===== src/rtl/bk_adder_pkg.sv =====
// Shared types for the Brent-Kung adder: operand width, PG vector type,
// result payload and skid-buffer occupancy encoding.
package bk_adder_pkg;

    localparam int BK_WIDTH = 32;
    localparam int BK_TAG_W = 4;

    typedef logic [BK_WIDTH:0] pg_vec_t;

    typedef struct packed {
        logic [BK_WIDTH-1:0] sum;
        logic                cout;
        logic [BK_TAG_W-1:0] tag;
    } bk_result_t;

    typedef enum logic [1:0] {
        EMPTY = 2'd0,
        ONE   = 2'd1,
        TWO   = 2'd2
    } occ_e;

endpackage


===== src/rtl/bk_skid_buffer.sv =====
// Generic 2-entry skid buffer: main register drives the outputs, the skid
// register catches one beat while the consumer stalls. in_ready is a flop.
module bk_skid_buffer
    import bk_adder_pkg::*;
#(
    parameter int DATA_W = 8
) (
    input  logic              clk,
    input  logic              rst,
    input  logic              in_valid,
    output logic              in_ready,
    input  logic [DATA_W-1:0] in_data,
    output logic              out_valid,
    input  logic              out_ready,
    output logic [DATA_W-1:0] out_data
);

    occ_e              state;
    occ_e              state_next;
    logic              ready_q;
    logic [DATA_W-1:0] main_q;
    logic [DATA_W-1:0] skid_q;
    logic              acc;
    logic              pop;
    logic              load_main;
    logic              load_skid;
    logic              main_from_skid;

    assign acc       = in_valid && ready_q;
    assign pop       = out_valid && out_ready;
    assign in_ready  = ready_q;
    assign out_valid = (state != EMPTY);
    assign out_data  = main_q;

    // Ready is registered from the next occupancy so it never combinationally follows out_ready.
    always_ff @(posedge clk or posedge rst) begin
        if (rst) begin
            state   <= EMPTY;
            ready_q <= 1'b1;
        end else begin
            state   <= state_next;
            ready_q <= (state_next != TWO);
        end
    end

    always_comb begin
        state_next     = state;
        load_main      = 1'b0;
        load_skid      = 1'b0;
        main_from_skid = 1'b0;
        case (state)
            EMPTY: begin
                if (acc) begin
                    load_main  = 1'b1;
                    state_next = ONE;
                end
            end
            ONE: begin
                if (acc && pop) begin
                    load_main = 1'b1;
                end else if (acc) begin
                    load_skid  = 1'b1;
                    state_next = TWO;
                end else if (pop) begin
                    state_next = EMPTY;
                end
            end
            TWO: begin
                if (pop) begin
                    main_from_skid = 1'b1;
                    state_next     = ONE;
                end
            end
            default: state_next = EMPTY;
        endcase
    end

    // Payload only moves on a real transfer, so idle-cycle garbage never reaches the registers.
    always_ff @(posedge clk or posedge rst) begin
        if (rst) begin
            main_q <= '0;
            skid_q <= '0;
        end else begin
            if (load_main) begin
                main_q <= in_data;
            end else if (main_from_skid) begin
                main_q <= skid_q;
            end
            if (load_skid) begin
                skid_q <= in_data;
            end
        end
    end

endmodule


===== src/rtl/bk_sum_output_stage.sv =====
// Final Brent-Kung stage: sum = P_(k+1) ^ G_k:0, cout = G_WIDTH:0, registered
// together with a sideband tag behind a 2-entry skid buffer.
module bk_sum_output_stage
    import bk_adder_pkg::*;
#(
    parameter int WIDTH = BK_WIDTH,
    parameter int TAG_W = BK_TAG_W
) (
    input  logic             clk,
    input  logic             rst,
    input  logic             in_valid,
    output logic             in_ready,
    input  logic [WIDTH:0]   p_bits,
    input  logic [WIDTH:0]   g_prefix,
    input  logic [TAG_W-1:0] in_tag,
    output logic             out_valid,
    input  logic             out_ready,
    output logic [WIDTH-1:0] sum,
    output logic             cout,
    output logic [TAG_W-1:0] out_tag
);

    localparam int PAY_W = WIDTH + 1 + TAG_W;

    logic [WIDTH-1:0] sum_c;
    logic             cout_c;
    logic [PAY_W-1:0] pay_in;
    logic [PAY_W-1:0] pay_out;
    logic             unused_p0;

    // Index 0 of the PG vectors is the carry-in position, so operand bit k pairs P(k+1) with G(k):0.
    assign sum_c     = p_bits[WIDTH:1] ^ g_prefix[WIDTH-1:0];
    assign cout_c    = g_prefix[WIDTH];
    assign unused_p0 = p_bits[0];
    assign pay_in    = {sum_c, cout_c, in_tag};

    bk_skid_buffer #(
        .DATA_W(PAY_W)
    ) u_skid (
        .clk      (clk),
        .rst      (rst),
        .in_valid (in_valid),
        .in_ready (in_ready),
        .in_data  (pay_in),
        .out_valid(out_valid),
        .out_ready(out_ready),
        .out_data (pay_out)
    );

    assign {sum, cout, out_tag} = pay_out;

endmodule


===== config.mk =====
export PLATFORM = sky130hd
export DESIGN_NAME = bk_sum_output_stage
export DESIGN_NICKNAME = d
export VERILOG_FILES = /design/src/rtl/bk_adder_pkg.sv /design/src/rtl/bk_skid_buffer.sv /design/src/rtl/bk_sum_output_stage.sv
export SDC_FILE = /design/constraint.sdc
export NUM_CORES = 1
export LEC_CHECK = 0
export ABC_AREA = 1
export CORE_ASPECT_RATIO = 1.75
export CORE_UTILIZATION = 35
export DETAILED_ROUTE_END_ITERATION = 6
export SLEW_MARGIN = 25
export SYNTH_ARGS = -nofsm -noshare
export SYNTH_HDL_FRONTEND = slang
export SYNTH_SLANG_ARGS = --single-unit

===== constraint.sdc =====
create_clock -name clk -period 3.8 [get_ports clk]
set_input_delay 0.76 -clock clk [delete_from_list [all_inputs] [get_ports clk]]
set_output_delay 0.76 -clock clk [all_outputs]
set_load 0.05 [all_outputs]

**Word-level counts from Yosys, hierarchy flattened**

Index checks and enable logic that the tools add are counted.

- Reductions and logical operators: 6
- Mux-type cells: 15
- Bitwise gates (word level): 1
- Equal/unequal tests: 3

Operator list:

| kind | number |
|---|---|
| $mux 37 | 2 |
| $xor 32x32->32 | 1 |
| $mux 2 | 5 |
| $mux 1 | 6 |
| $pmux 2 s3 | 1 |
| $reduce_bool 2->1 | 2 |
| $logic_and 1x1->1 | 3 |
| $eq 2x1->1 const B | 1 |
| $eq 2x2->1 const B | 1 |
| $logic_not 2->1 | 1 |
| $ne 2x2->1 const B | 1 |
| $pmux 1 s2 | 1 |

- Logic and storage cells: 29
- Bits of input ports: 74
- Register bits after elaboration: 77
- Output and inout bits: 39

**Longest topological paths before layout**

- Depth in word-level cells: 7
- Depth in mapped cells: 8
- Depth with buffers taken out: 7

**Cells and area by module**

From an unflattened synthesis, not the netlist that was laid out.

- Cells, all modules: 539
- Area, all modules: 3886.2 sq um

By module, submodules not included:

| module | instances | seq. area each (sq um) | area each (sq um) | cells an instance |
|---|---|---|---|---|
| bk_skid_buffer | 1 | 1928.1 | 3285.7 | 379 |
| bk_sum_output_stage | 1 | 0.0 | 600.6 | 160 |

**Worst setup path before layout**

OpenSTA, ideal clock, no wires.

- Kind: input -> register
- Start point: in in_valid
- End point: reg u_skid.main_q[14], in the netlist u_skid.out_data[14]
- Required time: 3682 ps
- Setup time: 118 ps
- Path slack: 2106 ps
- Stages on the path: 7
- Arrival: 1577 ps
- Buffers on the path: 2
- Path through: nand2_1 nor2_1 buf_2 buf_2 nand3_1 nand2_1 nand2_1

- Word-level cells in the longest chain between the ends: 5
- Elaborated cells on any way between the ends: 7
- Classes of those cells: mux (4); reduce/logical (3)

RTL lines:

| item | RTL line | source |
|---|---|---|
| start, declared | bk_sum_output_stage.sv:11 | `input logic in_valid,` |
| $logic_and 1x1->1 (*) | bk_skid_buffer.sv:29 | `assign acc = in_valid && ready_q;` |
| $logic_and 1x1->1 | bk_skid_buffer.sv:59 | `if (acc && pop) begin` |
| $mux 1 | bk_skid_buffer.sv:59 |  |
| $pmux 1 s2 (*) | bk_skid_buffer.sv:51 | `case (state)` |
| $mux 37 or $reduce_bool 2->1 (tied branches) | -- |  |
| end signal, assigned | bk_skid_buffer.sv:85 | `main_q <= in_data;` |
| end signal, assigned | bk_skid_buffer.sv:87 | `main_q <= skid_q;` |
| end, declared | bk_skid_buffer.sv:21 | `logic [DATA_W-1:0] main_q;` |

Mark *: on every way between the ends. The rest lies on a longest branch, timed or not.
A chain may end at the register's enable or synchronous reset.

**Final worst setup path**

- Start point: reg u_skid.state[0]
- End point: out out_valid

- Word-level cells in the longest chain between the ends: 1

RTL lines:

| item | RTL line | source |
|---|---|---|
| start, declared | bk_skid_buffer.sv:18 | `occ_e state;` |
| start signal, assigned | bk_skid_buffer.sv:41 | `state <= state_next;` |
| $reduce_bool 2->1 | bk_skid_buffer.sv:32 | `assign out_valid = (state != EMPTY);` |
| end, declared | bk_sum_output_stage.sv:16 | `output logic out_valid,` |

No other way between the ends.

==> flow_metrics.env <==
export IMPL_critical_path_max_stage_delay_ps=790
export IMPL_drt_total_wl_um=9120
export IMPL_placed_area_mm2=0.00504
export IMPL_max_cap_viol_count=0
export IMPL_worstSetupPathType="reg2out"
export IMPL_die_y_um=140
export IMPL_hold_viol_final=0
export IMPL_yosysSeqAreaShare=0.503
export IMPL_grt_pass1_vias=3283
export IMPL_crit_arrival_ps=1790
export IMPL_htreeDepth=3
export IMPL_fin_util=0.502
export IMPL_slowest_stage="clkdlybuf4s50_1"
export IMPL_ant_nets=0
export IMPL_first_pass_iters=4
export IMPL_fmax_mhz=392
export IMPL_whs_ps=476
export IMPL_syn2layout_area_growth_pct=40.1
export IMPL_cts_made_buffers=9
export IMPL_core_rowCount=50
export IMPL_startpoint_type="register"
export IMPL_ys_warn_count=0
export IMPL_crit_required_ps=3040
export IMPL_cts_hold_buf=0
export IMPL_grt_max_degree=49
export IMPL_status="completed"
export IMPL_overflow=0
export IMPL_grt_pass1_wl_um=15400
export IMPL_cts_path_max_buffers=2
export IMPL_finalCriticalPeriod_ps=2550
export IMPL_worst_pin_slew_ps=951
export IMPL_clk_latency_ps=330
export IMPL_grt_use_total=0.178
export IMPL_drive_gt1_frac=0.0925
export IMPL_port_buffers=111
export IMPL_syn_nets=529
export IMPL_critPathMaxFanout=5
export IMPL_path_cells="nor2_2, inv_2, clkdlybuf4s50_1"
export IMPL_num_vias=3263
export IMPL_gp_congestion=0.725
export IMPL_dp_hpwl_um=5970
export IMPL_peakVddDrop_mv=0.489
export IMPL_post_route_period_util=0.672
export IMPL_clk_pin_slew_ps=50
export IMPL_rsz0062_at_grt="no"
export IMPL_drc=0
export IMPL_die_area_mm2=0.0114
export IMPL_wire_per_inst_um=13.2
export IMPL_endpoint_kind="output pin"
export IMPL_drt_iter0_markers=250
export IMPL_nNetsFinal=631
export IMPL_path_delay_family="buffers and inverters"
export IMPL_yosysUniqueCellTypes=21
export IMPL_antennaDiodeCount=0
export IMPL_cts_tree="done"
export IMPL_powerDensity_mw_per_mm2=904
export IMPL_cts_resized_gates=0
export IMPL_reg2reg_setup_slack_ps=1750
export IMPL_syn_inst=455
export IMPL_syn_area_mm2=0.00383
export IMPL_final_cell_count_no_fill=692
export IMPL_initial_core_util=0.358
export IMPL_p_leak_nw=2.45
export IMPL_slew_viol_final=0
export IMPL_hp_class="reg2reg"
export IMPL_finalSetupViolCount=0
export IMPL_io_pins=113
export IMPL_ys_seq_elements=77
export IMPL_tns_ps=0
export IMPL_cts_root_buf="clkbuf_16"
export IMPL_numClockSinks=77
export IMPL_worstPathBufferInverterCount=2
export IMPL_die_w_um=81.1
export IMPL_post_place_cells=676
export IMPL_core_area_mm2=0.0107
export IMPL_grt_antenna_before_repair=0
export IMPL_design_area_mm2=0.00537
export IMPL_via_per_inst=4.72
export IMPL_synth_avg_cell_area_um2=8.42
export IMPL_max_slew_margin=0.363
export IMPL_clock_skew_final_ps=6.21
export IMPL_postCtsSetupBuffers=0
-- tightest hold or removal path, cell delays in order, from the launching register on --
cell,delay (ps)
dfrtp_1,340
nand2_1,50
nand2_1,50
-- Yosys cell counts --
cell,instances,area share
buf_6,6,0.018
o21ai_0,35,0.046
xnor2_1,32,0.073
nand2_2,2,0.0033
nand2_1,150,0.15
nor2_1,3,0.0029
clkbuf_1,5,0.0049
o22ai_1,1,0.0016
nand3_2,1,0.0026
nand3_1,39,0.051
buf_1,1,0.00098
inv_2,2,0.0020
o211ai_4,1,0.0056
dfstp_2,1,0.0069
dfrtp_1,76,0.50
inv_1,46,0.045
o21ai_1,20,0.026
buf_2,8,0.010
o21ai_2,20,0.046
buf_4,5,0.0098
nor2_2,1,0.0016
-- metal layers --
metal / routed length [um] / share of wire / track usage
met1: 3650 / 0.40 / 0.202
met3: 312 / 0.034 / 0.0326
met5: 0 / 0 / 0
met2: 4950 / 0.54 / 0.317
met4: 213 / 0.023 / 0.0733
-- stage by stage --
stage / total power, mW / worst slack, ps
after floorplan: 3.17 / 1070
after global placement: 3.88 / 918
after detailed placement: 3.96 / 1020
after CTS: 4.91 / 1230
after global routing: 5.20 / 1150
final: 4.85 / 1250
-- flip-flops by register name, summed over array words and instances (netlist names) --
signal           count
u_skid.state         2
u_skid.in_ready      1
u_skid.skid_q       37
u_skid.out_data     37
-- power by group --
group / switching, mW / leakage (nW) / internal (mW)
clock network: 0.320 / 0.163 / 0.609
logic: 1.64 / 1.35 / 0.839
registers: 0.224 / 0.930 / 1.23
-- placed cells by master (no fill, tap or decap) --
cell,count
bufinv_16,2
inv_1,45
clkbuf_1,1
o21ai_2,20
nand2_2,2
buf_12,1
buf_16,1
nor2_2,1
nand3_1,38
o21ai_1,20
clkbuf_16,9
clkdlybuf4s50_1,111
dfstp_2,1
clkbuf_8,2
nor2_4,1
dfrtp_1,76
xnor2_1,32
nand2_1,150
o22ai_4,1
buf_4,3
o211ai_4,1
o21ai_0,35
nand3_4,1
clkinv_2,3
nand3_2,1
nor2_1,2
inv_2,2
-- worst paths after layout --
kind / start / end / cells after the start
setup / recovery: u_skid.state[0]$_DFF_PP0_ / out_valid / 3
hold / removal: u_skid.out_data[36]$_DFFE_PP0P_ / u_skid.out_data[36]$_DFFE_PP0P_ / 2
setup reg to reg: u_skid.in_ready$_DFF_PP1_ / u_skid.out_data[15]$_DFFE_PP0P_ / 7
hold reg to reg: u_skid.out_data[36]$_DFFE_PP0P_ / u_skid.out_data[36]$_DFFE_PP0P_ / 2
max in group asynchronous: rst / u_skid.skid_q[34]$_DFFE_PP0P_ / 3
min in group asynchronous: rst / u_skid.out_data[20]$_DFFE_PP0P_ / 2
-- logic make-up (layout without fill, tap and decap cells) --
group | count (synthesis) | count (layout) | share of synthesized area
buf+inv | 73 | 180 | 0.0908
simple gates | 196 | 196 | 0.208
flops | 77 | 77 | 0.503
xor+xnor | 32 | 32 | 0.0731
compound gates | 77 | 77 | 0.125
-- final cells by class --
type | count | area (um2)
fillers | 1047 | 5330
flip-flops and latches | 77 | 1930
clock inverters | 4 | 70.1
multi-input cells | 305 | 1590
clock buffers | 12 | 256
well taps | 130 | 163
inverters | 48 | 181
repair buffers | 116 | 1180
No activity file was read; power rests on OpenSTA's default activity.
==> RTL edit (same flow settings) <==
The package constant `BK_WIDTH` goes from 32 to 16.
--- a/src/rtl/bk_adder_pkg.sv
+++ b/src/rtl/bk_adder_pkg.sv
@@ -3,5 +3,5 @@
 package bk_adder_pkg;
 
-    localparam int BK_WIDTH = 32;
+    localparam int BK_WIDTH = 16;
     localparam int BK_TAG_W = 4;
 
Interface: changed (resized g_prefix, p_bits and sum); port bits go from 113 to 65. No check against the original RTL was run, so the function may have changed too.
==> RTL edit against the original RTL <==
Power shrank 51%; worst hold slack better by 0.0088 ns; wire length down 43%; setup slack worse by 0.18 ns; highest routed layer unchanged; area after synthesis down 44%; final area is 45% lower; via count shrank 43%; sequential cell count shrank 32; core utilization down 0.60 points.
==> RTL edit: results (changes against the original RTL) <==
status=complete, no violations; share of cells above drive strength 1=0.0789 (-0.0136); Synth cell types=21 (unchanged); Clock Latency Late Sink=0.30 ns (-0.03 ns); hold wc startpoint=u_skid.skid_q[19]; Crit Path Max Fanout=20 (+15); Cells on Worst Hold Path=2 (unchanged); Clock Skew=0.00906 ns (+0.00285 ns); worst ir drop on vdd=0.363 mV (-26%); Post-Synth XOR/XNOR Area=0.0649 (-0.00828); GP Congestion=0.725 (about the same); first-pass GRT wire length=8600 um (-44%); reg-to-reg endpoint=u_skid.out_data[0]; Mapped Cells=244 (-46%); n_diodes=0 (unchanged); syn nets=286 (-46%); max incr delay on CP=0.81 ns (+0.02 ns); dominant combinational cell family by area after synthesis=simple AND/OR/NAND/NOR gates; Clock Pin Slew Worst Setup and Hold Paths=0.09 ns (+0.04 ns); Leak=0.00137 uW (-44%); largest net degree at the start of global routing=46 (-6.1%); flop2flop setup slack=1.58 ns (-0.17 ns); GRT Total Usage=0.178 (+0.000472); Area contributors post-synth=dfrtp_1 51%, nand2_1 15%, nand3_1 9.5%; proportion of synthesized area in mux cells=0 (unchanged); Psw=1080 uW (-50%); master of the slowest instance on the critical path=clkdlybuf4s50_1; wire per inst=13.6 um (+3.1%); compound-gate portion of the synthesized area=0.0359 (-0.0888); Hold Crit Class=flop to flop; post-DR vias/cell=4.91 (+4.0%); Crit. Startpoint=u_skid.state[0]; worst path arrival time=1.97 ns (+0.18 ns); Starting DRT DRC Count=65 (-74%); DP HPWL=3360 um (-44%); clock network power share=0.159 (-0.032); H-tree depth=2 (-1); Placed Area=2820 um^2 (-44%); EDFF count, synth=0 (unchanged); hold path endpoint=u_skid.skid_q[19]; post-synthesis sequential area ratio=0.522 (+0.0186); yosys warns=0 (unchanged); total gr overflow=0 (unchanged); Final #Nets=345 (-45%); cts bufs inserted=5 (-4); Relative slew margins=0.451 (+0.0883); initial antenna violation count=0 (unchanged); pre-CTS setup slack=1.17 ns (+0.147 ns); synth cell count leaders=88 x nand2_1, 44 x dfrtp_1, 41 x nand3_1, 16 x nand4_1, 15 x xor2_1; routed wire length=5190 um (-43%); R2R cell count=5 (-2); PortBufs=63 (-43%); total setup buffers inserted after CTS=0 (unchanged); root buffer cell=clkbuf_8; Inst Count DP=374 (-45%); vias in the first global route=1834 (-44%); Crit path max-delay family=buffers and inverters; logic gate share of total power=0.496 (-0.014)
RTL edit: cell count changes in the layout (fill, tap and decap cells not counted), sizes merged, moves of 2 or more:
| cell | unedited run | this run |
|---|---|---|
| clkbuf | 12 | 6 |
| inv | 47 | 10 |
| xnor2 | 32 | 1 |
| buf | 5 | 3 |
| nand4 | 0 | 16 |
| nand3 | 40 | 43 |
| nand2 | 152 | 88 |
| xor2 | 0 | 15 |
| dfrtp | 76 | 44 |
| clkdlybuf4s50 | 111 | 63 |
| nor2 | 4 | 2 |
| clkinv | 3 | 1 |
| o21ai | 75 | 8 |
RTL edit: how the worst max path moves through the flow:
stage	slack, ns	to
2_1_floorplan	1.98	u_skid.out_data[0]
4_1_cts	1.06	out_valid
3_5_place_dp	1.17	u_skid.out_data[12]
3_3_place_gp	1.15	u_skid.out_data[13]
5_1_grt	0.96	out_valid
6_report	1.07	out_valid
RTL edit: cell type report:
type / count / area (um^2)
fillers: 604 / 2990
flip-flops and latches: 45 / 1130
multi-input cells: 174 / 898
repair buffers: 66 / 653
well taps: 78 / 97.6
clock buffers: 6 / 82.6
inverters: 11 / 42.5
clock inverters: 2 / 37.5
RTL edit: cells by family (layout without fill, tap and decap cells):
group | count (synthesis) | after routing
simple gates | 149 | 149
flops | 45 | 45
buf+inv | 25 | 85
xor+xnor | 16 | 16
compound gates | 9 | 9
RTL edit: per-layer routing:
metal / share of wire / up-vias / global-route usage
li1: - / 918 / -
met1: 0.41 / 898 / 0.206
met2: 0.53 / 48 / 0.311
met3: 0.035 / 10 / 0.0280
met4: 0.025 / 0 / 0.0762
met5: 0 / - / 0
RTL edit: metrics by stage:
step                power [uW]  hold WS, ns
finish                    2370        0.485
global route              2520        0.507
CTS                       2400        0.488
detailed placement        2010        0.466
global placement          1990        0.461
floorplan                 1640        0.450
